File: config.mk
export PLATFORM = sky130hd
export DESIGN_NAME = sigma_delta_adc
export DESIGN_NICKNAME = d
export VERILOG_FILES = /design/src/rtl/sigma_delta_adc.sv
export SDC_FILE = /design/constraint.sdc
export NUM_CORES = 1
export LEC_CHECK = 0
export ABC_AREA = 1
export BUFFER_PORTS_ARGS = -buffer_cell sky130_fd_sc_hd__buf_2
export CAP_MARGIN = 0
export CORE_ASPECT_RATIO = 1.25
export CORE_MARGIN = 2
export CORE_UTILIZATION = 25
export CTS_BUF_LIST = sky130_fd_sc_hd__clkbuf_4 sky130_fd_sc_hd__clkbuf_8 sky130_fd_sc_hd__clkbuf_16
export DETAILED_ROUTE_END_ITERATION = 10
export PLACE_DENSITY = 0.47
export SYNTH_ARGS = -nofsm -noshare
export SYNTH_HDL_FRONTEND = slang
export SYNTH_SLANG_ARGS = --single-unit
export TNS_END_PERCENT = 100
File: constraint.sdc
create_clock -name Clk -period 3.9 [get_ports Clk]
set_input_delay 0.195 -clock Clk [delete_from_list [all_inputs] [get_ports Clk]]
set_output_delay 0.195 -clock Clk [all_outputs]
set_load 0.005 [all_outputs]
File: src/rtl/sigma_delta_adc.sv
// First-order 1-bit delta-sigma ADC front end: synchronizes the comparator,
// closes the loop through fb_out and decimates by accumulate-and-dump.
module sigma_delta_adc #(
  parameter int          DECIM_LOG2 = 8,      // legal range 8..12
  parameter logic [7:0]  HYST_HI    = 8'd160,
  parameter logic [7:0]  HYST_LO    = 8'd96
) (
  input  logic       Clk,
  input  logic       Reset,
  input  logic       cmp_in,
  output logic       fb_out,
  output logic [7:0] sample,
  output logic       sample_valid,
  output logic       ear_bit
);

  localparam int            N        = DECIM_LOG2;
  localparam logic [N-1:0]  WCNT_ONE = {{(N-1){1'b0}}, 1'b1};

  logic         s1;
  logic         s2;
  logic [N-1:0] wcnt;
  logic [N:0]   acc;
  logic [N:0]   total;
  logic [7:0]   next_sample;
  logic         dump;

  // Window total including the current bit; only a full window of ones
  // reaches bit N, which saturates instead of wrapping.
  always_comb begin
    total       = acc + {{N{1'b0}}, s2};
    next_sample = total[N] ? 8'hFF : total[N-1 -: 8];
    dump        = (wcnt == {N{1'b1}});
  end

  // NOTE: state uses non-blocking assignments so every flop samples the
  // pre-edge values of the others, regardless of statement order.
  always_ff @(posedge Clk or posedge Reset) begin
    if (Reset) begin
      s1           <= 1'b0;
      s2           <= 1'b0;
      fb_out       <= 1'b0;
      wcnt         <= '0;
      acc          <= '0;
      sample       <= 8'h80;
      sample_valid <= 1'b0;
      ear_bit      <= 1'b0;
    end else begin
      s1     <= cmp_in;
      s2     <= s1;
      fb_out <= s2;     // kept a bare flop so it can be packed into the IOB
      wcnt   <= wcnt + WCNT_ONE;
      if (dump) begin
        acc          <= '0;
        sample       <= next_sample;
        sample_valid <= 1'b1;
        if (next_sample >= HYST_HI)
          ear_bit <= 1'b1;
        else if (next_sample <= HYST_LO)
          ear_bit <= 1'b0;
      end else begin
        acc          <= total;
        sample_valid <= 1'b0;
      end
    end
  end

endmodule

==> flow_metrics.env, run 1 <==
export IMPL_clock_skew_ns=0.00293
export IMPL_dr_total_vias=958
export IMPL_setup_viol_count_final=0
export IMPL_firstDrtPassIters=4
export IMPL_antenna_cells=0
export IMPL_rows=29
export IMPL_syn_area_sq_um=1320
export IMPL_finalSetupTns_ns=0
export IMPL_drc=0
export IMPL_die_h_um=85.3
export IMPL_ant_nets=0
export IMPL_grt_max_degree=31
export IMPL_cts_buffers=5
export IMPL_ctsHtreeMaxLevel=2
export IMPL_p_comb_share_pct=20.5
export IMPL_clock_latency_ns=0.29
export IMPL_drtIter0Drc=30
export IMPL_nets=166
export IMPL_yosys_warnings=0
export IMPL_post_route_util_pct=30.8
export IMPL_synth_commonest_cells="nand2_1 (31), dfrtp_1 (29), nor2_1 (23), inv_1 (14), nand3_1 (6)"
export IMPL_worstPathRequired_ns=4.08
export IMPL_clockRootBuffer="clkbuf_8"
export IMPL_groute_usage_overall_pct=9.28
export IMPL_p_per_area_nw_per_um2=529
export IMPL_ioPinCount=14
export IMPL_grt_pass1_vias=966
export IMPL_cp_start_kind="flop"
export IMPL_wl_um=2490
export IMPL_drive_gt1_share_pct=22.4
export IMPL_min_path_type="input port to flop"
export IMPL_worst_pin_slew_ns=0.376
export IMPL_finalNonFillerCells=223
export IMPL_dieArea_sq_um=5890
export IMPL_dpl_cell_count=214
export IMPL_area_delta_synth_final_pct=18.4
export IMPL_worstSetupPathType="flop to flop"
export IMPL_synthArstFlopShare_pct=100
export IMPL_synth_cell_type_count=22
export IMPL_synth_top_family_by_area="simple AND/OR/NAND/NOR gates"
export IMPL_ir_worst_vdd_uv=186
export IMPL_core_area_sq_um=5080
export IMPL_synth_cells=139
export IMPL_run_status="finished, final reports clean"
export IMPL_switching_share_pct=32.1
export IMPL_final_max_slew_viol_count=0
export IMPL_globalplace_congestion=0.730
export IMPL_cts_tree="yes"
export IMPL_cts_sinks=30
export IMPL_grt_pass1_wl_um=4320
export IMPL_vias_per_cell=4.30
export IMPL_max_cap_viol_count=0
export IMPL_power_switching_uw=266
export IMPL_rsz0062_at_grt="no"
export IMPL_nFillCells=540
export IMPL_initial_core_util_pct=26.0
export IMPL_period_share_pct=43.7
export IMPL_power_leakage_nw=0.787
export IMPL_sequentialPowerShare_pct=47.3
export IMPL_grt_ovfl_total=0
export IMPL_synth_top_area_share_pct=54.9
export IMPL_clkTransAtPathRegs_ns=0.06
export IMPL_period_minus_slack_ns=1.71
export IMPL_yosysTopAreaCell="dfrtp_1"
export IMPL_synth_compound_area_share_pct=3.97
export IMPL_muxShareOfSynthArea_pct=0
export IMPL_synth_most_common_cell="nand2_1"
export IMPL_dp_hpwl_um=1760
export IMPL_p_int_uw=563
export IMPL_power_uw=829
export IMPL_hold_viol=0
export IMPL_pwr_share_clk_pct=32.1
export IMPL_die_x_um=69.1
export IMPL_io_buffer_count=13
export IMPL_fmax_mhz=586
export IMPL_yosys_most_used_dff="dfrtp_1"
export IMPL_crit_path_end_kind="flop"
export IMPL_synth_area_per_cell_sq_um=9.51
export IMPL_synth_simple_gate_area_share_pct=25.9
export IMPL_wl_per_cell_um=11.2
export IMPL_antenna_found_initial=0
export IMPL_ys_top_cells_by_area="dfrtp_1 (55%), nand2_1 (8.8%), nor2_1 (6.5%)"
export IMPL_ys_seq_area_share_pct=56.9
export IMPL_synth_fp_nets=145
export IMPL_clockBufferDepth=2
export IMPL_crit_fanout=5
export IMPL_synth_edf_count=0
export IMPL_synth_seq_cells=30
export IMPL_synth_xor_area_share_pct=4.64
export IMPL_maxSlewHeadroom_pct=75.0
export IMPL_post_cts_buffers=0
export IMPL_yosys_area_share_adder_pct=2.84
export IMPL_crit_arrival_ns=1.89
-- flip-flops by register name (all words and copies together) (netlist names) --
signal,count
acc,9
sample,8
wcnt,8
ear_bit,1
fb_out,1
s1,1
s2,1
sample_valid,1
-- area by class of cell --
type                       instances  area [sq um]  area share [%]
clock buffer                       7          90.1            5.75
clock inverter                     1          5.00           0.319
inverter                          16          65.1            4.15
multi-input combinational         92           494            31.5
sequential                        30           752            48.0
tap                               62          77.6            4.95
timing repair buffer              15          82.6            5.27
-- through the flow --
step	instance area [sq um]	worst slack [ns]	hold slack, ns
2_1_floorplan	1320	2.37	0.226
3_3_place_gp	1460	2.23	0.286
3_5_place_dp	1460	2.21	0.295
4_1_cts	1570	2.17	0.00406
5_1_grt	1570	1.97	0.00717
6_report	1570	2.19	0.0115
-- per-layer routing --
metal	GRT usage, %	part of all wire [%]
met1	9.82	44
met3	3.80	4.5
met4	4.81	2.4
met5	0	0
met2	15.8	49
-- repair_timing --
item	4_1_cts	5_1_grt
gates resized for setup	0	0
endpoints found under the hold margin	29	0
hold buffers	1	0
-- kinds of logic (layout without fill, tap and decap cells) --
logic type,count (synthesis),in the layout
AOI/OAI and AO/OA,9,9
and+or+nand+nor,73,73
adders and majority gates,3,3
buffers and inverters,17,39
xor gates and xnor gates,7,7
DFF,30,30
-- layout by cell type (no fill, tap or decap), drive strengths merged --
master	Yosys	final
dfrtp	29	29
nand2	34	34
nand3	8	8
a31oi	1	1
nor2	27	27
nand3b	1	1
clkinv	1	2
xnor2	2	2
nor3b	1	1
buf	1	14
ha	3	3
xor2	5	5
o21ai	3	3
dfstp	1	1
a21oi	5	5
nand4	2	2
clkbuf	0	7
inv	15	15
dlygate4sd3	0	1
-- worst max-delay path: stages (launching register included) --
cell and delay, ns:
dfrtp_1 0.35, ha_1 0.21, ha_1 0.26, nand2_2 0.08, nor2_2 0.10, nand2_1 0.06, nand2_1 0.08, nand2_2 0.09
nor2_2 0.12, nand2_1 0.07, nand2_1 0.06, nand2_1 0.04, nand2_1 0.05, nand2_1 0.04
-- path summary, 6_finish.rpt --
| path | startpoint | end | slack, ns | cells after the start |
|---|---|---|---|---|
| hold reg to reg | s1$_DFF_PP0_ | s2$_DFF_PP0_ | 0.35 | 0 |
| min in group asynchronous | Reset | sample[0]$_DFFE_PP0P_ | 0.53 | 4 |
| setup reg to reg | s2$_DFF_PP0_ | ear_bit$_DFFE_PP0P_ | 2.19 | 13 |
| hold / removal | cmp_in | s1$_DFF_PP0_ | 0.01 | 1 |
| max in group asynchronous | Reset | sample[7]$_DFFE_PP1P_ | 3.06 | 4 |
| setup / recovery | s2$_DFF_PP0_ | ear_bit$_DFFE_PP0P_ | 2.19 | 13 |
-- power by group through the flow --
| stage | sequential [mW] | clock [mW] | combinational (mW) |
|---|---|---|---|
| detailed placement | 0.397 | 0 | 0.170 |
| global route | 0.397 | 0.288 | 0.198 |
| CTS | 0.392 | 0.276 | 0.173 |
| global placement | 0.396 | 0 | 0.171 |
| floorplan | 0.386 | 0 | 0.139 |
| finish | 0.393 | 0.266 | 0.170 |
Power figures use the tool's default switching activity.
==> run 2: changes to the inputs <==
clock period = 1.7 ns   (was 3.9 ns; I/O delays follow)
==> flow_metrics.env, run 2 (synthesis gave the netlist of run 1 again) <==
export IMPL_regMostFlops="acc"
export IMPL_antenna_found_initial=0
export IMPL_io_buffer_count=13
export IMPL_grt_ovfl_total=0
export IMPL_die_h_um=85.3
export IMPL_drive_gt1_share_pct=25.6
export IMPL_wl_um=2500
export IMPL_crit_fanout=5
export IMPL_hold_viol=0
export IMPL_layout_common_cells="nand2_1 (30), dfrtp_1 (29), nor2_1 (22)"
export IMPL_grt_pass1_wl_um=4570
export IMPL_biggestRegsByFlops="acc (9), sample (8), wcnt (8)"
export IMPL_final_max_slew_viol_count=0
export IMPL_clockRootBuffer="clkbuf_8"
export IMPL_antenna_cells=0
export IMPL_ctsHtreeMaxLevel=2
export IMPL_largest_reg_flops=9
export IMPL_drtIter0Drc=28
export IMPL_clock_skew_ns=0.00579
export IMPL_globalplace_congestion=0.746
export IMPL_min_path_type="flop to flop"
export IMPL_area_delta_synth_final_pct=24.5
export IMPL_clockBufferDepth=2
export IMPL_dr_total_vias=956
export IMPL_vias_per_cell=4.23
export IMPL_p_per_area_nw_per_um2=1200
export IMPL_die_x_um=69.1
export IMPL_fmax_mhz=630
export IMPL_period_share_pct=93.3
export IMPL_final_common_cell="nand2_1"
export IMPL_rows=29
export IMPL_setup_ws_ns=0.113
export IMPL_setup_viol_count_final=0
export IMPL_power_leakage_nw=0.805
export IMPL_slowest_stage="dfrtp_1"
export IMPL_firstDrtPassIters=4
export IMPL_initial_core_util_pct=26.0
export IMPL_drc=0
export IMPL_grt_max_degree=31
export IMPL_cpMostUsedCell="nand2_1"
export IMPL_rsz0062_at_grt="yes"
export IMPL_cpPeakStageDelay_ns=0.38
export IMPL_nFillCells=531
export IMPL_clkTransAtPathRegs_ns=0.06
export IMPL_crit_chain="ha_4, ha_4, nand2_2, nor2_2, nand2_1, nand2_2, nand2_4, nor2_1, nand2_1, nand3_1, nand2_1"
export IMPL_period_minus_slack_ns=1.59
export IMPL_worstPathRequired_ns=1.88
export IMPL_grt_pass1_vias=1016
export IMPL_core_area_sq_um=5080
export IMPL_ir_worst_vdd_uv=523
export IMPL_worstSetupPathType="flop to flop"
export IMPL_cts_buffers=5
export IMPL_max_cap_viol_count=0
export IMPL_dp_hpwl_um=1770
export IMPL_finalNonFillerCells=226
export IMPL_dpl_cell_count=214
export IMPL_ant_nets=0
export IMPL_crit_family="simple AND/OR/NAND/NOR gates"
export IMPL_pre_cts_ws_ns=0.0115
export IMPL_crit_arrival_ns=1.77
export IMPL_cts_sinks=30
export IMPL_groute_usage_overall_pct=9.82
export IMPL_dieArea_sq_um=5890
export IMPL_path_buf_inv=0
export IMPL_run_status="finished, final reports clean"
export IMPL_nets=169
export IMPL_ioPinCount=14
export IMPL_cp_start_kind="flop"
export IMPL_wl_per_cell_um=11.1
export IMPL_crit_path_end_kind="flop"
export IMPL_worst_pin_slew_ns=0.381
export IMPL_maxSlewHeadroom_pct=74.6
export IMPL_cts_tree="yes"
export IMPL_clock_latency_ns=0.29
export IMPL_post_route_util_pct=32.4
run 2: through the flow:
stage	hold WS [ns]	power, mW	area (sq um)	setup TNS [ns]
detailed placement	0.188	1.31	1460	0
floorplan	0.116	1.20	1320	0
CTS	0.356	1.94	1580	0
finish	0.349	1.98	1650	0
global route	0.362	2.13	1650	-0.0331
global placement	0.174	1.30	1460	0
run 2: worst paths after layout:
check	cells past startpoint	from	to	slack, ns
min in group asynchronous	4	Reset	s2$_DFF_PP0_	0.41
max reg2reg	11	acc[0]$_DFF_PP0_	ear_bit$_DFFE_PP0P_	0.11
max in group asynchronous	4	Reset	sample[7]$_DFFE_PP1P_	0.97
min	0	s1$_DFF_PP0_	s2$_DFF_PP0_	0.35
max	11	acc[0]$_DFF_PP0_	ear_bit$_DFFE_PP0P_	0.11
min reg2reg	0	s1$_DFF_PP0_	s2$_DFF_PP0_	0.35
run 2: final cells by class:
cell class	instances	area (sq um)	share of cell area, %
Tap cell	62	77.6	4.71
Sequential cell	30	752	45.7
Clock buffer	7	90.1	5.47
Timing Repair Buffer	18	108	6.53
Multi-Input combinational cell	92	539	32.8
Clock inverter	1	5.00	0.304
Inverter	16	75.1	4.56
run 2: power breakdown:
group	switching [mW]	total, mW	internal, mW
registers	0.110	0.912	0.802
clock network	0.269	0.611	0.342
logic	0.257	0.460	0.203
run 2: routing by layer:
metal | wire length [um] | vias to the layer above | global-route usage (%)
li1 | - | 480 | -
met1 | 1020 | 452 | 10.5
met2 | 1290 | 18 | 17.0
met3 | 133 | 6 | 3.44
met4 | 66 | 0 | 5.35
met5 | 0 | - | 0
run 2: timing repair:
item                                    in CTS  in global routing
hold buffers                                 2                  0
pin swaps                                    0                  3
endpoints found under the hold margin       30                  0
endpoints found under the setup margin       1                  8
gates resized for setup                      1                 11
buffers inserted                             0                  2
==> run 3: changes to the inputs <==
CTS_BUF_LIST = not set   (was sky130_fd_sc_hd__clkbuf_4 sky130_fd_sc_hd__clkbuf_8 sky130_fd_sc_hd__clkbuf_16)
==> flow_metrics.env, run 3 (synthesis gave the netlist of run 1 again) <==
export IMPL_globalplace_congestion=0.746
export IMPL_grt_max_degree=31
export IMPL_final_max_slew_viol_count=0
export IMPL_ioPinCount=14
export IMPL_power_switching_uw=633
export IMPL_min_path_type="flop to flop"
export IMPL_finalNonFillerCells=226
export IMPL_drtIter0Drc=26
export IMPL_slowest_stage="dfrtp_1"
export IMPL_switching_share_pct=32.3
export IMPL_die_x_um=69.1
export IMPL_hold_depth=0
export IMPL_crit_fanout=5
export IMPL_clock_skew_ns=0.00558
export IMPL_drive_gt1_share_pct=25.0
export IMPL_vias_per_cell=4.23
export IMPL_initial_core_util_pct=26.0
export IMPL_clockRootBuffer="clkbuf_8"
export IMPL_sequentialPowerShare_pct=46.6
export IMPL_p_per_area_nw_per_um2=1190
export IMPL_antenna_cells=0
export IMPL_cts_sinks=30
export IMPL_crit_path_end_kind="flop"
export IMPL_p_int_mw=1.33
export IMPL_power_leakage_nw=0.802
export IMPL_io_buffer_count=13
export IMPL_grt_pass1_wl_um=4570
export IMPL_dp_hpwl_um=1770
export IMPL_pwr_share_clk_pct=30.3
export IMPL_setup_viol_count_final=0
export IMPL_cpPeakStageDelay_ns=0.38
export IMPL_worst_path_stages=11
export IMPL_nets=169
export IMPL_fmax_mhz=633
export IMPL_layout_common_cells="nand2_1 (30), dfrtp_1 (29), nor2_1 (22)"
export IMPL_final_common_cell="nand2_1"
export IMPL_cts_tree="yes"
export IMPL_max_cap_viol_count=0
export IMPL_firstDrtPassIters=4
export IMPL_period_share_pct=92.9
export IMPL_crit_family="simple AND/OR/NAND/NOR gates"
export IMPL_r2r_cells=11
export IMPL_ant_nets=0
export IMPL_grt_pass1_vias=1016
export IMPL_wl_um=2490
export IMPL_antenna_found_initial=0
export IMPL_p_comb_share_pct=23.2
export IMPL_groute_usage_overall_pct=9.82
export IMPL_grt_ovfl_total=0
export IMPL_cts_buffers=5
export IMPL_wl_per_cell_um=11.0
export IMPL_worstPathRequired_ns=1.88
export IMPL_clock_latency_ns=0.29
export IMPL_drc=0
export IMPL_crit_arrival_ns=1.76
export IMPL_post_route_util_pct=32.3
export IMPL_ir_worst_vdd_uv=523
export IMPL_crit_chain="ha_4, ha_4, nand2_2, nor2_2, nand2_1, nand2_2, nand2_4, nor2_1, nand2_1, nand3_1, nand2_1"
export IMPL_dieArea_sq_um=5890
export IMPL_area_delta_synth_final_pct=24.2
export IMPL_rsz0062_at_grt="yes"
export IMPL_die_h_um=85.3
export IMPL_clockBufferDepth=2
export IMPL_hold_viol=0
export IMPL_cpMostUsedCell="nand2_1"
export IMPL_cp_start_kind="flop"
export IMPL_maxSlewHeadroom_pct=74.5
export IMPL_path_buf_inv=0
export IMPL_ctsHtreeMaxLevel=2
export IMPL_dpl_cell_count=214
export IMPL_run_status="finished, final reports clean"
export IMPL_core_area_sq_um=5080
export IMPL_regMostFlops="acc"
export IMPL_worst_pin_slew_ns=0.382
export IMPL_worstSetupPathType="flop to flop"
export IMPL_rows=29
export IMPL_clkTransAtPathRegs_ns=0.06
export IMPL_period_minus_slack_ns=1.58
export IMPL_largest_reg_flops=9
export IMPL_dr_total_vias=955
export IMPL_biggestRegsByFlops="acc (9), sample (8), wcnt (8)"
-- run 3: power groups by stage --
stage	registers (mW)	logic, mW	clock network [mW]
2_1_floorplan	0.885	0.319	0
5_1_grt	0.928	0.532	0.648
3_5_place_dp	0.911	0.398	0
6_report	0.914	0.455	0.594
3_3_place_gp	0.908	0.392	0
4_1_cts	0.898	0.411	0.613
-- run 3: through the flow --
stage / setup TNS (ns) / instance area [sq um] / hold slack [ns] / total power, mW / setup slack (ns)
5_1_grt: -0.0268 / 1640 / 0.362 / 2.11 / -0.0268
3_5_place_dp: 0 / 1460 / 0.188 / 1.31 / 0.0115
3_3_place_gp: 0 / 1460 / 0.174 / 1.30 / 0.0280
2_1_floorplan: 0 / 1320 / 0.116 / 1.20 / 0.168
6_report: 0 / 1640 / 0.349 / 1.96 / 0.120
4_1_cts: 0 / 1580 / 0.356 / 1.92 / 0.0305
-- run 3: final cells by class --
cell class	instances	area, sq um
fillers	529	3440
flip-flops and latches	30	752
multi-input cells	92	539
repair buffers	18	108
clock buffers	7	86.3
well taps	62	77.6
inverters	16	75.1
clock inverters	1	5.00
-- run 3: routing by layer --
metal / vias to the layer above / track usage, % / wire length, um
li1: 479 / - / -
met1: 457 / 10.5 / 1010
met2: 13 / 17.0 / 1300
met3: 6 / 3.44 / 111
met4: 0 / 5.35 / 66
met5: - / 0 / 0
-- run 3: worst reg2reg max path, stage by stage (launching register included) --
cell and delay, ns:
dfrtp_1 0.38, ha_4 0.17, ha_4 0.15, nand2_2 0.07
nor2_2 0.10, nand2_1 0.08, nand2_2 0.08, nand2_4 0.08
nor2_1 0.17, nand2_1 0.07, nand3_1 0.08, nand2_1 0.05
-- run 3: worst paths after layout --
kind	to	startpoint	slack [ns]
max	ear_bit$_DFFE_PP0P_	acc[0]$_DFF_PP0_	0.12
min	s2$_DFF_PP0_	s1$_DFF_PP0_	0.35
max reg2reg	ear_bit$_DFFE_PP0P_	acc[0]$_DFF_PP0_	0.12
min in group asynchronous	acc[3]$_DFF_PP0_	Reset	0.41
max in group asynchronous	sample[7]$_DFFE_PP1P_	Reset	0.97
min reg2reg	s2$_DFF_PP0_	s1$_DFF_PP0_	0.35
-- run 3: timing repair --
action / CTS / global route
gates resized for setup: 1 / 11
buffers inserted: 0 / 2
hold buffers: 2 / 0
gates cloned: 0 / 0
endpoints found under the hold margin: 30 / 0
pin swaps: 0 / 3
setup endpoints to repair: 1 / 8
